[config.mk]
export PLATFORM = sky130hd
export DESIGN_NAME = mux_nto1_pipe
export DESIGN_NICKNAME = d
export VERILOG_FILES = /design/src/rtl/mux_nto1_pipe.sv
export SDC_FILE = /design/constraint.sdc
export NUM_CORES = 1
export LEC_CHECK = 0
export CORE_ASPECT_RATIO = 0.9
export CORE_UTILIZATION = 46
export DETAILED_ROUTE_END_ITERATION = 8
export PLACE_DENSITY = 0.85
export SYNTH_ARGS = -nofsm -noshare
export SYNTH_HDL_FRONTEND = slang
export SYNTH_SLANG_ARGS = --single-unit
export TNS_END_PERCENT = 10
[constraint.sdc]
create_clock -name clk_i -period 4.9 [get_ports clk_i]
set_input_delay 0.735 -clock clk_i [delete_from_list [all_inputs] [get_ports clk_i]]
set_output_delay 0.735 -clock clk_i [all_outputs]
set_load 0.03 [all_outputs]
[src/rtl/mux_nto1_pipe.sv]
// N-to-1 channel select feeding a two-entry skid buffer (head + skid) with
// valid/ready on both sides. All outputs come straight from registers.
module mux_nto1_pipe #(
  parameter int size     = 32,
  parameter int channels = 4,
  parameter int sel_w    = 2
) (
  input  logic                     clk_i,
  input  logic                     rst_i,
  input  logic [channels*size-1:0] data_i,
  input  logic [sel_w-1:0]         select_i,
  input  logic                     valid_i,
  output logic                     ready_o,
  output logic [size-1:0]          data_o,
  output logic                     sel_err_o,
  output logic                     valid_o,
  input  logic                     ready_i,
  input  logic                     flush_i,
  output logic [1:0]               occ_o
);

  generate
    if (channels < 2 || channels > 16 || (2 ** sel_w) < channels) begin : g_bad_params
      $error("mux_nto1_pipe: channels must be 2..16 and fit in sel_w bits");
    end
  endgenerate

  // Handshake: a transfer happens on a rising edge where valid and ready are
  // both high; valid never waits on ready, and ready is a pure register decode.
  // The state encoding doubles as the occupancy count.
  localparam logic [1:0] S_EMPTY = 2'd0;
  localparam logic [1:0] S_ONE   = 2'd1;
  localparam logic [1:0] S_FULL  = 2'd2;

  logic [1:0]      r_state;
  logic [size-1:0] r_head_data;
  logic [size-1:0] r_skid_data;
  logic            r_head_err;
  logic            r_skid_err;

  logic [size-1:0] w_new_data;
  logic            w_new_err;
  logic            w_push;
  logic            w_pop;

  // Out-of-range selects capture zero data and flag the entry.
  always_comb begin
    w_new_data = '0;
    w_new_err  = (int'(select_i) >= channels);
    for (int k = 0; k < channels; k++) begin
      if (int'(select_i) == k) w_new_data = data_i[k*size +: size];
    end
  end

  assign ready_o   = (r_state != S_FULL);
  assign valid_o   = (r_state != S_EMPTY);
  assign occ_o     = r_state;
  assign data_o    = r_head_data;
  assign sel_err_o = r_head_err;

  assign w_push = valid_i & ready_o;
  assign w_pop  = valid_o & ready_i;

  always_ff @(posedge clk_i or posedge rst_i) begin
    if (rst_i) begin
      r_state     <= S_EMPTY;
      r_head_data <= '0;
      r_head_err  <= 1'b0;
      r_skid_data <= '0;
      r_skid_err  <= 1'b0;
    end else if (flush_i) begin
      // Head keeps its last value so data_o holds while empty.
      r_state <= S_EMPTY;
    end else begin
      case (r_state)
        S_EMPTY: begin
          if (w_push) begin
            r_head_data <= w_new_data;
            r_head_err  <= w_new_err;
            r_state     <= S_ONE;
          end
        end
        S_ONE: begin
          if (w_push && w_pop) begin
            r_head_data <= w_new_data;
            r_head_err  <= w_new_err;
          end else if (w_push) begin
            r_skid_data <= w_new_data;
            r_skid_err  <= w_new_err;
            r_state     <= S_FULL;
          end else if (w_pop) begin
            r_state <= S_EMPTY;
          end
        end
        S_FULL: begin
          if (w_pop) begin
            r_head_data <= r_skid_data;
            r_head_err  <= r_skid_err;
            r_state     <= S_ONE;
          end
        end
        default: r_state <= S_EMPTY;
      endcase
    end
  end

endmodule

==> flow_metrics.env, run 1 <==
export IMPL_status="finished, final reports clean"
export IMPL_power_mw=1.97
export IMPL_power_density_nw_per_um2=322
export IMPL_dp_cells=627
export IMPL_endpoint_kind="register"
export IMPL_port_buffers=170
export IMPL_placed_cell_area_um2=5910
export IMPL_antenna_found_initial=0
export IMPL_finalCritPeriodShare=0.555
export IMPL_min_path_type="register to register"
export IMPL_vdd_drop_max_uv=166
export IMPL_yosysWarnings=0
export IMPL_cpLargestDelayFamily="simple AND/OR/NAND/NOR gates"
export IMPL_gp_congestion=0.727
export IMPL_design_core_area_um2=8770
export IMPL_cp_slowest_cell="nand3_2"
export IMPL_ctsResizeCount=0
export IMPL_hpwl_mm=7.70
export IMPL_synth_largest_area_cell="dfrtp_1"
export IMPL_final_util=0.697
export IMPL_grt_ovfl_total=0
export IMPL_wl_mm=10.8
export IMPL_post_route_cells_drive_above_1_share=0.231
export IMPL_max_stage_delay_ns=0.81
export IMPL_synth_cell_types=26
export IMPL_slew_violations=0
export IMPL_netlist_area_leader_share=0.389
export IMPL_cts_buffers=9
export IMPL_clock_sinks=66
export IMPL_layout_commonest_cell="clkdlybuf4s50_1"
export IMPL_postCtsHoldBufs=0
export IMPL_die_w_um=103
export IMPL_finalWorstSetupSlack_ns=2.18
export IMPL_io_pin_count=172
export IMPL_syn2layout_area_growth_pct=43.8
export IMPL_rows=32
export IMPL_grt_pass1_vias=3653
export IMPL_grt_setup_unrepaired="no"
export IMPL_critPathRequiredTime_ns=5.12
export IMPL_dieArea_um2=9630
export IMPL_ant_nets=0
export IMPL_seqCellArea_um2=1650
export IMPL_fin_nets=654
export IMPL_synthesis_instances=367
export IMPL_multi_input_area_um2=2380
export IMPL_cts_tree="done"
export IMPL_layout_common_cells="clkdlybuf4s50_1, mux2i_1, dfrtp_1"
export IMPL_start_kind="input pin"
export IMPL_cp_max_fo=56
export IMPL_critPathKind="input pin to register"
export IMPL_first_pass_iters=4
export IMPL_finalHoldViolations=0
export IMPL_power_leakage_nw=2.61
export IMPL_synth_area_leaders="dfrtp_1, mux2i_1, mux2_2"
export IMPL_post_cts_buffers=0
export IMPL_num_vias=3457
export IMPL_finClkSkew_ns=0.00728
export IMPL_grt_usage=0.236
export IMPL_viasPerCell=5.38
export IMPL_start_util=0.485
export IMPL_syn_num_nets=502
export IMPL_critical_path_buf_inv_count=1
export IMPL_ys_seq_area_frac=0.389
export IMPL_synth_ff_latch_count=66
export IMPL_setup_viol=0
export IMPL_cp_cell_sequence="clkdlybuf4s50_1 -> nor2b_1 -> nand3_2 -> mux2_2"
export IMPL_htree_num_levels=3
export IMPL_drv_cap=0
export IMPL_die_height_um=93.2
export IMPL_final_area_um2=6110
export IMPL_grt_max_degree=65
export IMPL_cts_buffer_depth=2
export IMPL_num_antenna_cells=0
export IMPL_hold_slack_ns=0.483
export IMPL_timing_fmax_ghz=0.368
export IMPL_worst_slew_pin_slew_ns=1.03
export IMPL_synth_cell_area_um2=4250
export IMPL_fillCellCount=654
export IMPL_min_period_ns=2.72
export IMPL_arrival_ns=2.94
export IMPL_routedWlPerCell_um=16.8
export IMPL_cts_root_buf="clkbuf_8"
export IMPL_drcViolationCount=0
export IMPL_fin_tns_setup_ns=0
export IMPL_pre_cts_ws_ns=1.83
export IMPL_final_cells=642
export IMPL_drt_iter0_drc=193
export IMPL_slew_headroom=0.309
export IMPL_syn_avg_cell_area_um2=11.6
export IMPL_cts_clk_slew_worst_paths_ns=0.07
export IMPL_clock_latency_ns=0.34
export IMPL_grt_pass1_wl_mm=17.4
[kinds of logic after synthesis]
kind of cell	after synthesis	synth area share
compound gates	59	0.145
buf+inv	34	0.0545
simple gates	70	0.0692
mux	137	0.341
other cells	1	0.000882
flops	66	0.389
[metal layers]
layer / wire length (um) / vias up / global-route usage
met5: 0 / - / 0
met4: 131 / 0 / 0.0634
met3: 645 / 16 / 0.0523
met2: 5480 / 123 / 0.433
met1: 4520 / 1661 / 0.274
li1: - / 1657 / -
[path summary, 6_finish.rpt]
path	from	to	slack, ns	cells after the start
setup / recovery	valid_i	r_skid_data[18]	2.18	4
hold / removal	r_skid_data[29]	r_skid_data[29]	0.48	2
setup reg to reg	occ_o[0]	data_o[17]	2.33	6
hold reg to reg	r_skid_data[29]	r_skid_data[29]	0.48	2
max in group asynchronous	rst_i	data_o[21]	3.15	3
min in group asynchronous	rst_i	data_o[14]	0.78	2
[state kept, by name (all words and copies together) (netlist names)]
register     count
data_o          32
occ_o            2
r_skid_data     32
[final cells by class]
type,count,area share
clock buffer,13,0.0276
sequential,66,0.270
clock inverter,2,0.00573
tap,119,0.0244
inverter,1,0.000614
multi-input combinational,267,0.389
timing repair buffer,174,0.282
[synth_stat cells]
| cell type | number |
|---|---|
| a21boi_0 | 1 |
| buf_4 | 7 |
| dfrtp_1 | 66 |
| nand2b_1 | 1 |
| mux2i_1 | 73 |
| nor2b_4 | 1 |
| nor2b_1 | 1 |
| inv_1 | 1 |
| mux2_2 | 63 |
| or3b_2 | 1 |
| a21oi_1 | 1 |
| nor2_1 | 36 |
| clkbuf_1 | 9 |
| and2_4 | 1 |
| a221oi_1 | 1 |
| o21bai_2 | 1 |
| mux2_1 | 1 |
| nand3_1 | 1 |
| and2_1 | 1 |
| buf_6 | 9 |
| buf_2 | 8 |
| o21ai_0 | 24 |
| or2_2 | 1 |
| nand2_1 | 26 |
| conb_1 | 1 |
| a221oi_2 | 31 |
[worst register-to-register path: cells and delay by family (launching register included)]
family	cells	cell delay, ns
AO/OA/AOI/OAI	1	0.13
flip-flops	1	0.45
buffers and inverters	2	0.81
multiplexers	1	0.29
AND/OR/NAND/NOR	2	0.77
[power breakdown]
part | switching (mW) | leakage (nW) | internal (mW)
clock | 0.201 | 0.106 | 0.274
combinational | 0.351 | 1.70 | 0.377
sequential | 0.0757 | 0.795 | 0.689
total | 0.628 | 2.61 | 1.34
(Power assumes the default switching activity.)
==> run 2, diff against run 1 <==
Settings changed: CORE_UTILIZATION 46 to 40, PLACE_DENSITY 0.85 to 0.78.
Clock period 4.9 ns to 2.5 ns, I/O delays scaled along.
==> run 2 against run 1 <==
Compared with the run above:
- clock skew fell by 0.0034 ns
- global-route usage fell by 2.5 points
- die area rose by 15%
- largest power group is now clock
- highest routed layer unchanged
==> flow_metrics.env, run 2 (same netlist as run 1, synthesis figures left out) <==
export IMPL_status="finished, final reports clean"
export IMPL_cts_buffers=9
export IMPL_grt_setup_unrepaired="no"
export IMPL_cts_tree="done"
export IMPL_die_w_um=111
export IMPL_ant_nets=0
export IMPL_fillCellCount=822
export IMPL_postCtsHoldBufs=0
export IMPL_max_stage_delay_ns=0.70
export IMPL_first_pass_iters=4
export IMPL_design_core_area_um2=10300
export IMPL_clock_latency_ns=0.32
export IMPL_cts_clk_slew_worst_paths_ns=0.06
export IMPL_fin_tns_setup_ns=0
export IMPL_cp_max_fo=7
export IMPL_gp_congestion=0.713
export IMPL_finClkSkew_ns=0.00385
export IMPL_critPathRequiredTime_ns=2.12
export IMPL_num_antenna_cells=0
export IMPL_dieArea_um2=11000
export IMPL_endpoint_kind="output pin"
export IMPL_slew_violations=0
export IMPL_min_period_ns=2.10
export IMPL_cp_slowest_cell="clkdlybuf4s50_1"
export IMPL_cp_cell_sequence="nand2b_2 -> clkdlybuf4s50_1"
export IMPL_critPathKind="register to output pin"
export IMPL_power_density_nw_per_um2=704
export IMPL_htree_num_levels=3
export IMPL_num_vias=3458
export IMPL_start_kind="register"
export IMPL_clock_sinks=66
export IMPL_post_route_cells_drive_above_1_share=0.250
export IMPL_critical_path_buf_inv_count=1
export IMPL_start_util=0.413
export IMPL_grt_max_degree=33
export IMPL_cts_buffer_depth=2
export IMPL_r2r_slack_ns=0.60
export IMPL_viasPerCell=5.22
export IMPL_antenna_found_initial=0
export IMPL_reg2reg_to="data_o[26]"
export IMPL_worst_slew_pin_slew_ns=0.581
export IMPL_grt_pass1_vias=3835
export IMPL_arrival_ns=1.72
export IMPL_fin_nets=663
export IMPL_port_buffers=170
export IMPL_grt_pass1_wl_mm=18.9
export IMPL_syn2layout_area_growth_pct=51.0
export IMPL_wl_mm=11.1
export IMPL_setup_viol=0
export IMPL_power_leakage_nw=2.74
export IMPL_finalHoldViolations=0
export IMPL_cpLargestDelayFamily="buffers and inverters"
export IMPL_r2r_cells=5
export IMPL_final_cells=662
export IMPL_drcViolationCount=0
export IMPL_r2r_start="occ_o[0]"
export IMPL_layout_commonest_cell="clkdlybuf4s50_1"
export IMPL_vdd_drop_max_uv=406
export IMPL_ctsResizeCount=0
export IMPL_min_path_type="input pin to asynchronous set/reset pin"
export IMPL_routedWlPerCell_um=16.7
export IMPL_finalCritPeriodShare=0.839
export IMPL_grt_usage=0.211
export IMPL_rows=35
export IMPL_timing_fmax_ghz=0.477
export IMPL_hpwl_mm=8.24
export IMPL_drt_iter0_drc=93
export IMPL_io_pin_count=172
export IMPL_drv_cap=0
export IMPL_die_height_um=99.8
export IMPL_grt_ovfl_total=0
export IMPL_dp_cells=646
export IMPL_cts_root_buf="clkbuf_16"
export IMPL_post_cts_buffers=0
export IMPL_slew_headroom=0.613
export IMPL_layout_common_cells="clkdlybuf4s50_1, mux2i_1, dfrtp_1"
## run 2: final cells by class
| class | instances | area (um2) | area share |
|---|---|---|---|
| clock buffers | 10 | 239 | 0.0372 |
| repair buffers | 183 | 1840 | 0.287 |
| flip-flops and latches | 66 | 1650 | 0.257 |
| clock inverters | 6 | 138 | 0.0214 |
| well taps | 129 | 161 | 0.0252 |
| inverters | 1 | 3.75 | 0.000585 |
| multi-input cells | 267 | 2380 | 0.371 |
## run 2: worst register-to-register path, stage by stage, from the launching register on
cell and delay (ns):
dfrtp_1 0.46, nand2b_2 0.24, nor2b_4 0.42, buf_4 0.29, a221oi_2 0.09, mux2_2 0.29
## run 2: per-layer routing
metal / up-vias / part of all wire / track usage
li1: 1680 / - / -
met4: 0 / 0.0054 / 0.0431
met1: 1672 / 0.43 / 0.257
met3: 6 / 0.059 / 0.0580
met5: - / 0 / 0
met2: 100 / 0.50 / 0.378
## run 2: how the worst max path moves through the flow
stage,slack (ns),cells past startpoint,to,startpoint
2_1_floorplan,0.47,1,data_o[0],rst_i
3_3_place_gp,0.31,6,r_skid_data[31],valid_i
3_5_place_dp,0.23,6,r_skid_data[12],valid_i
4_1_cts,0.39,2,ready_o,occ_o[0]
5_1_grt,0.33,2,ready_o,occ_o[0]
6_report,0.40,2,ready_o,occ_o[0]
## run 2: per-stage QoR
stage	hold WS, ns	cell area (um2)	setup WS, ns	utilization	power (mW)
2_1_floorplan	0.441	4250	0.470	-	2.34
3_3_place_gp	0.462	6040	0.312	0.587	2.93
3_5_place_dp	0.472	6040	0.227	0.587	2.98
4_1_cts	0.308	6420	0.391	0.624	4.56
5_1_grt	0.321	6420	0.331	0.624	4.74
6_report	0.311	6420	0.403	0.624	4.52
## run 2: power by group
group / switching, mW / leakage, nW / total [mW] / internal [mW]
registers: 0.149 / 0.795 / 1.50 / 1.35
logic: 0.690 / 1.77 / 1.45 / 0.756
clock network: 0.464 / 0.183 / 1.57 / 1.11
